[config.mk]
export PLATFORM = sky130hd
export DESIGN_NAME = reg_file_sb
export DESIGN_NICKNAME = d
export VERILOG_FILES = /design/src/rtl/reg_file_sb_pkg.sv /design/src/rtl/reg_file_sb_reg.sv /design/src/rtl/reg_file_sb.sv
export SDC_FILE = /design/constraint.sdc
export NUM_CORES = 1
export LEC_CHECK = 0
export CORE_ASPECT_RATIO = 2
export CORE_MARGIN = 3
export CORE_UTILIZATION = 45
export CTS_CLUSTER_SIZE = 14
export DETAILED_ROUTE_END_ITERATION = 8
export PLACE_DENSITY = 0.72
export RECOVER_POWER = 100
export REMOVE_ABC_BUFFERS = 1
export SYNTH_ARGS = -nofsm -noshare
export SYNTH_HDL_FRONTEND = slang
export SYNTH_SLANG_ARGS = --single-unit
[constraint.sdc]
create_clock -name clk -period 3.3 [get_ports clk]
set_clock_uncertainty 0.1 [all_clocks]
set_input_delay 0.66 -clock clk [delete_from_list [all_inputs] [get_ports clk]]
set_output_delay 0.66 -clock clk [all_outputs]
set_load 0.01 [all_outputs]
[src/rtl/reg_file_sb_pkg.sv]
// Shared defaults and helpers for the register file with scoreboard.
// Holds the default geometry, the address-width function and the hardwired-zero address.
package reg_file_sb_pkg;

    localparam int DEF_WIDTH = 16;
    localparam int DEF_DEPTH = 8;
    localparam int ZERO_ADDR = 0;

    // Smallest r with 2**r >= value; DEPTH is a power of two, so this is exact.
    function automatic int log2(input int value);
        int r;
        r = 0;
        for (int i = 0; i < 31; i++) begin
            if ((1 << i) < value) begin
                r = i + 1;
            end
        end
        return r;
    endfunction

endpackage

[src/rtl/reg_file_sb_reg.sv]
// Generic WIDTH-bit storage cell with load enable and asynchronous active-low clear.
// The top level instantiates one of these per architectural register.
module reg_param #(
    parameter int WIDTH = 16
) (
    input  logic             clk,
    input  logic             rstn,
    input  logic             i_en,
    input  logic [WIDTH-1:0] i_d,
    output logic [WIDTH-1:0] o_q
);

    logic [WIDTH-1:0] r_q;

    always_ff @(posedge clk or negedge rstn) begin
        if (!rstn) begin
            r_q <= '0;
        end else if (i_en) begin
            r_q <= i_d;
        end
    end

    assign o_q = r_q;

endmodule

[src/rtl/reg_file_sb.sv]
// Multi-port register file with write bypass and a per-register pending scoreboard.
// Decode reads operands and reserves destinations; writeback writes data and retires reservations.
module reg_file_sb
    import reg_file_sb_pkg::*;
#(
    parameter int WIDTH    = DEF_WIDTH,
    parameter int DEPTH    = DEF_DEPTH,
    parameter int NRD      = 2,
    parameter bit ZERO_REG = 1'b0,
    localparam int AW      = log2(DEPTH)
) (
    input  logic                 clk,
    input  logic                 rstn,
    input  logic                 wr,
    input  logic [AW-1:0]        waddr,
    input  logic [WIDTH-1:0]     wdata,
    input  logic [NRD*AW-1:0]    raddr,
    output logic [NRD*WIDTH-1:0] rdata,
    output logic [NRD-1:0]       rbusy,
    input  logic                 rsv,
    input  logic [AW-1:0]        rsv_addr,
    output logic                 rsv_ok,
    input  logic                 flush,
    output logic [AW:0]          pend_cnt
);

    logic [WIDTH-1:0] w_regQ [DEPTH];
    logic [DEPTH-1:0] r_pend;
    logic [AW:0]      r_pendCnt;

    logic w_rsvZero;
    logic w_rsvPend;
    logic w_rsvWrHit;
    logic w_set;
    logic w_inc;
    logic w_clr;

    genvar g;

    for (g = 0; g < DEPTH; g++) begin : gen_regs
        logic w_en;
        assign w_en = wr && (waddr == AW'(g)) && !(ZERO_REG && (g == ZERO_ADDR));
        reg_param #(.WIDTH(WIDTH)) u_reg (
            .clk  (clk),
            .rstn (rstn),
            .i_en (w_en),
            .i_d  (wdata),
            .o_q  (w_regQ[g])
        );
    end

    // A same-cycle write to the read address forwards wdata and hides the pending bit.
    for (g = 0; g < NRD; g++) begin : gen_rd
        logic [AW-1:0] w_addr;
        logic          w_hit;
        logic          w_zero;
        assign w_addr = raddr[g*AW +: AW];
        assign w_hit  = wr && (waddr == w_addr);
        assign w_zero = ZERO_REG && (w_addr == AW'(ZERO_ADDR));
        assign rdata[g*WIDTH +: WIDTH] = (!rstn || w_zero) ? '0 :
                                         w_hit             ? wdata : w_regQ[w_addr];
        assign rbusy[g] = rstn && r_pend[w_addr] && !w_hit;
    end

    assign w_rsvZero  = ZERO_REG && (rsv_addr == AW'(ZERO_ADDR));
    assign w_rsvPend  = r_pend[rsv_addr];
    assign w_rsvWrHit = wr && (waddr == rsv_addr);
    assign rsv_ok     = rstn && rsv && !flush && (w_rsvZero || !w_rsvPend || w_rsvWrHit);

    // Re-reserving an already pending register keeps both the bit and the count as they are.
    assign w_set = rsv_ok && !w_rsvZero;
    assign w_inc = w_set && !w_rsvPend;
    assign w_clr = wr && r_pend[waddr] && !(w_set && (rsv_addr == waddr));

    always_ff @(posedge clk or negedge rstn) begin
        if (!rstn) begin
            r_pend    <= '0;
            r_pendCnt <= '0;
        end else if (flush) begin
            r_pend    <= '0;
            r_pendCnt <= '0;
        end else begin
            if (w_clr) begin
                r_pend[waddr] <= 1'b0;
            end
            if (w_set) begin
                r_pend[rsv_addr] <= 1'b1;
            end
            if (w_inc && !w_clr) begin
                r_pendCnt <= r_pendCnt + (AW+1)'(1);
            end else if (!w_inc && w_clr) begin
                r_pendCnt <= r_pendCnt - (AW+1)'(1);
            end
        end
    end

    assign pend_cnt = r_pendCnt;

endmodule

# Word level (Yosys, flattened, before mapping)
# Index checks and enable logic that the tools add are counted.
[word_totals] regBits=140 in_bits=33 out_inout_bits=39 word_cells=101
[op_classes] n_addsub=2 order_cmp=8 n_eq_ne=11 n_mux=29 n_bitwise=5 reduce_logical=36
[op_table] cell="16-bit 2-to-1 mux" count=8
[op_table] cell="16-bit binary-select mux with 3-bit select" count=2
[op_table] cell="8-bit 2-to-1 mux" count=4
[op_table] cell="1-bit logical AND" count=26
[op_table] cell="3-bit by 4-bit less-than comparator with 1-bit output, second input constant" count=4
[op_table] cell="1-bit binary-select mux with 3-bit select" count=4
[op_table] cell="3-bit == test" count=4
[op_table] cell="3-bit == test, second input constant" count=4
[op_table] cell="4-bit 2-to-1 mux" count=3
[op_table] cell="8-bit AND" count=1
[op_table] cell="4-bit >= comparator, second input constant" count=2
[op_table] cell="3-bit NOT with 4-bit output" count=2
[op_table] cell="8-bit NOT" count=1
[op_table] cell="8-bit OR" count=1
[op_table] cell="1-bit zero test" count=7
[op_table] cell="1-bit demux with 3-bit select" count=2
[op_table] cell="3-bit by 2-bit == test with 1-bit output, second input constant" count=2
[op_table] cell="3-bit by 1-bit >= comparator with 1-bit output, second input constant" count=2
[op_table] cell="1-bit 2-to-1 mux" count=6
[op_table] cell="4-bit by 1-bit adder with 4-bit output, second input constant" count=1
[op_table] cell="4-bit by 1-bit subtractor with 4-bit output, second input constant" count=1
[op_table] cell="3-bit by 1-bit == test with 1-bit output, second input constant" count=1
[op_table] cell="3-bit zero test" count=1
[op_table] cell="3-bit nonzero test" count=1
[op_table] cell="1-bit logical OR" count=1

# Longest topological paths before layout
[logic_depth] depth_word=13 mapped_depth=11 ltp_nobuf=10

# Modules after synthesis
# A second synthesis with hierarchy kept.
[hier_totals] hier_cells=596 area_unflattened_um2=8733.4
[modules_own_cells] module="reg_param" instances=8 cells_per_inst=34 area_per_inst_um2=649.4 seq_area_each_um2=400.4
[modules_own_cells] module="reg_file_sb" instances=1 cells_per_inst=324 area_per_inst_um2=3538.4 seq_area_each_um2=300.3

# Worst setup path after synthesis
# No wires, ideal clock.
[synth_timing] path_type="input port to flip-flop" startpoint="input rstn" endpoint="register r_pendCnt[3], in the netlist pend_cnt[3]" setup_ns=0.072 t_arrival_ns=2.823 required_time_ns=3.128 setup_slack_ns=0.305 cell_stages=11 path_buffers=1 path_cell_list="buf_4 -> and3b_1 -> o211ai_1 -> a211oi_4 -> nand2_1 -> ha_1 -> a21oi_1 -> o21ai_0 -> or3_1 -> or3_1 -> nand4b_1"
[synth_via] elab_chain_len=10 word_cells_on_any_way=14 cone_classes="mux (2); reduce/logical (12)"
[synth_rtl] element="start: declaration" line_no="reg_file_sb.sv:13" rtl="input logic rstn,"
[synth_rtl] element="1-bit logical AND * (3 in a row)" line_no="reg_file_sb.sv:68" rtl="assign rsv_ok = rstn && rsv && !flush && (w_rsvZero || !w_rsvPend || w_rsvWrHit);"
[synth_rtl] element="1-bit logical AND" line_no="reg_file_sb.sv:73" rtl="assign w_clr = wr && r_pend[waddr] && !(w_set && (rsv_addr == waddr));"
[synth_rtl] element="1-bit zero test" line_no="reg_file_sb.sv:73"
[synth_rtl] element="1-bit logical AND" line_no="reg_file_sb.sv:73"
[synth_rtl] element="1-bit zero test" line_no="reg_file_sb.sv:89" rtl="if (w_inc && !w_clr) begin"
[synth_rtl] element="1-bit logical AND" line_no="reg_file_sb.sv:89"
[synth_rtl] element="4-bit 2-to-1 mux" line_no="reg_file_sb.sv:89"
[synth_rtl] element="4-bit 2-to-1 mux" line_no="reg_file_sb.sv:79" rtl="end else if (flush) begin"
[synth_rtl] element="end signal: assignment" line_no="reg_file_sb.sv:90" rtl="r_pendCnt <= r_pendCnt + (AW+1)'(1);"
[synth_rtl] element="end signal: assignment" line_no="reg_file_sb.sv:92" rtl="r_pendCnt <= r_pendCnt - (AW+1)'(1);"
[synth_rtl] element="end: declaration" line_no="reg_file_sb.sv:29" rtl="logic [AW:0] r_pendCnt;"
# Every way passes the cells marked *; elsewhere a longest branch is shown, timed or not.
# A chain may end at the register's enable or synchronous reset.

# Worst setup path after layout
[layout_timing] startpoint="input waddr[2]" endpoint="output rdata[6]"
[layout_via] elab_chain_len=4
[layout_rtl] element="start: declaration" line_no="reg_file_sb.sv:15" rtl="input logic [AW-1:0] waddr,"
[layout_rtl] element="3-bit == test" line_no="reg_file_sb.sv:58" rtl="assign w_hit = wr && (waddr == w_addr);"
[layout_rtl] element="1-bit logical AND" line_no="reg_file_sb.sv:58"
[layout_rtl] element="16-bit 2-to-1 mux" line_no="reg_file_sb.sv:61" rtl="w_hit ? wdata : w_regQ[w_addr];"
[layout_rtl] element="16-bit 2-to-1 mux" line_no="reg_file_sb.sv:60" rtl="assign rdata[g*WIDTH +: WIDTH] = (!rstn || w_zero) ? '0 :"
[layout_rtl] element="end: declaration" line_no="reg_file_sb.sv:18" rtl="output logic [NRD*WIDTH-1:0] rdata,"
# Every way passes these cells.

==> impl_metrics.ini <==
[worst_setup_path]
critPathArrivalTime_ns = 2.46
end_kind = output pin
cp.required_ns = 2.54
start_kind = input port
crit_type = in -> out
worstReg2RegEnd = pend_cnt[3]
r2r_start = r_pend[7]
rrSetupSlack_ns = 0.51
crit_fanout = 9
reg2regPathDepth = 11

[global_routing]
globalRoute.totalOverflow = 0
antenna_found_initial = 0
grt_start_max_net_pins = 99
grt_pass1_vias = 6581
grt_pass1_wl_mm = 35.3
grt_usage_pct = 23.5

[yosys]
yosysSeqAreaShare_pct = 42.1
syn_avg_cell_area_um2 = 13.6
synthCells = 610
synth-main-ff-cell = dfrtp_1
synth_seq_cells = 140
ys_warn_count = 0
synthDistinctLibCells = 44
syn_area_um2 = 8320
async_flop_share_pct = 100
synth_edf_count = 0

[timing]
whs_ns = 0.346
setup_viol = 0
worstMarginPinSlew_ns = 1.36
max_slew_margin_pct = 9.04
finalHoldViolations = 0
finalCritPeriodShare_pct = 97.6
min_period_ns = 3.22
clock.fmax_mhz = 311
maxSlewViolCount = 0

[floorplanning]
die_y_um = 198
fp-row-count = 69
initial_core_util_pct = 46.4
die_w_um = 102
die_area_um2 = 20300
io_pins = 72
core_um2 = 18000

[routing]
wl_per_cell_um = 24.0
vias_per_cell = 6.24
drc = 0
postRouteAntennaNets = 0
routed-via-count = 5930
drt_iter0_drc = 337
drt_wl_total_mm = 22.8
drt_first_pass_iters = 5

[placed_design]
place.gp.congestion = 0.861
io_buffers = 71
dpl.cell_count = 907
dp_hpwl_mm = 15.2

[cts]
cts.htree.levels = 4
clk_path_buf_depth = 2
clock-root-buffer = clkbuf_16
cts_tree = yes
hold_buffers = 0
clock_latency_ns = 0.42
path_clk_slew_ns = 0.06
cts_buffers = 17
numClockSinks = 140

[finish]
diodes = 0
nNetsFinal = 760
synthToLayoutAreaGrowth_pct = 26.0
instances_no_fill = 950
drive_above_1_share_pct = 44.0

[power]
p_total_uw = 5990
p_leak_uw = 0.00481
max-vdd-ir-drop_uv = 297
powerDensity_nw_per_um2 = 571

[outcome]
outcome = finished, final reports clean

[hold_path]
min_path_type = in -> async

[flow_run]
cap_violations = 0
what timing repair did:
item	in CTS	in global routing
setup buffers	3	4
resized for setup	44	12
cloned	4	0
pin swaps	3	3
endpoints found under the setup margin	35	13
cell usage after synthesis (2+ instances only):
cell type / instances / area, um2
nor3_1: 2 / 10.0
nand3_1: 3 / 15.0
buf_4: 3 / 22.5
buf_1: 17 / 63.8
mux4_2: 68 / 1530
nand2_1: 42 / 158
nor2_1: 10 / 37.5
or2_2: 2 / 12.5
ha_1: 2 / 25.0
a21oi_1: 2 / 10.0
o31ai_1: 2 / 15.0
inv_1: 9 / 33.8
nand4b_1: 2 / 17.5
nand4_1: 4 / 25.0
mux2_2: 130 / 1460
o211ai_1: 6 / 45.0
o41ai_1: 3 / 26.3
o311ai_0: 4 / 35.0
clkbuf_1: 18 / 67.6
xnor2_1: 10 / 87.6
or3_1: 5 / 31.3
buf_2: 28 / 140
dfrtp_1: 140 / 3500
nand2b_1: 2 / 12.5
o21ai_0: 6 / 30.0
mux2i_1: 41 / 410
o211a_1: 32 / 320
cell usage in the layout, fill, tap and decap left out, drive strengths merged, types with 9 or more instances in the layout:
master / count
buf: 75
clkbuf: 38
clkdlybuf4s50: 24
dfrtp: 140
dlygate4sd2: 33
inv: 9
mux2: 130
mux2i: 41
mux4: 68
nand2: 42
nor2: 10
o211a: 32
xnor2: 10
cell families after synthesis:
family | synth area share (%)
AO/OA/AOI/OAI | 6.82
XOR/XNOR | 1.25
adder cells (fa/ha/maj) | 0.541
buffers and inverters | 4.07
flip-flops | 42.1
multiplexers | 40.9
AND/OR/NAND/NOR | 4.31
worst max-delay path: stages:
cell             delay (ns)
clkdlybuf4s50_1        0.48
buf_6                  0.15
xnor2_2                0.13
nand4_1                0.16
buf_4                  0.19
buf_4                  0.18
o211a_1                0.23
dlygate4sd2_1          0.28
flip-flops by register name, summed over array words and instances (netlist names):
| register | count |
|---|---|
| pend_cnt | 4 |
| r_pend | 8 |
| gen_regs.u_reg.o_q | 128 |
through the flow:
stage,worst slack (ns),util (%),TNS (ns),area (um2)
after global placement,-0.183,54.3,-4.84,9750
final,0.0794,58.4,0,10500
after detailed placement,-0.239,54.3,-5.56,9750
after global routing,-0.0159,58.4,-0.0317,10500
after floorplan,0.387,-,0,8020
after CTS,-0.0571,58.5,-0.0571,10500
where the power goes:
| part | internal [uW] | leakage, uW | switching (uW) |
|---|---|---|---|
| Clock | 1420 | 0.000321 | 724 |
| Combinational | 935 | 0.00279 | 581 |
| Sequential | 2070 | 0.00170 | 258 |
| Total | 4430 | 0.00481 | 1560 |
routing by layer:
metal  vias up  routed length, um  GRT usage, %
met5         -                  0             0
met2       201              12800          42.1
met3        71               1070          4.37
li1       2559                  -             -
met4         0               1110          14.1
met1      3099               7880          24.9
layout make-up:
class,count,area (um2)
clock buffer,21,480
clock inverter,11,188
fill,1451,7460
inverter,9,33.8
multi-input combinational,394,4500
sequential,140,3500
tap,213,267
timing repair buffer,162,1530
worst max-delay path by stage:
stage	slack [ns]	end	start
floorplan	0.39	pend_cnt[3]	flush
global placement	-0.18	rdata[16]	raddr[4]
detailed placement	-0.24	pend_cnt[3]	rsv_addr[1]
CTS	-0.06	rsv_ok	rsv_addr[2]
global route	-0.02	rdata[13]	waddr[2]
finish	0.08	rdata[6]	waddr[2]
Note: power is estimated with default switching activity, not from simulation.
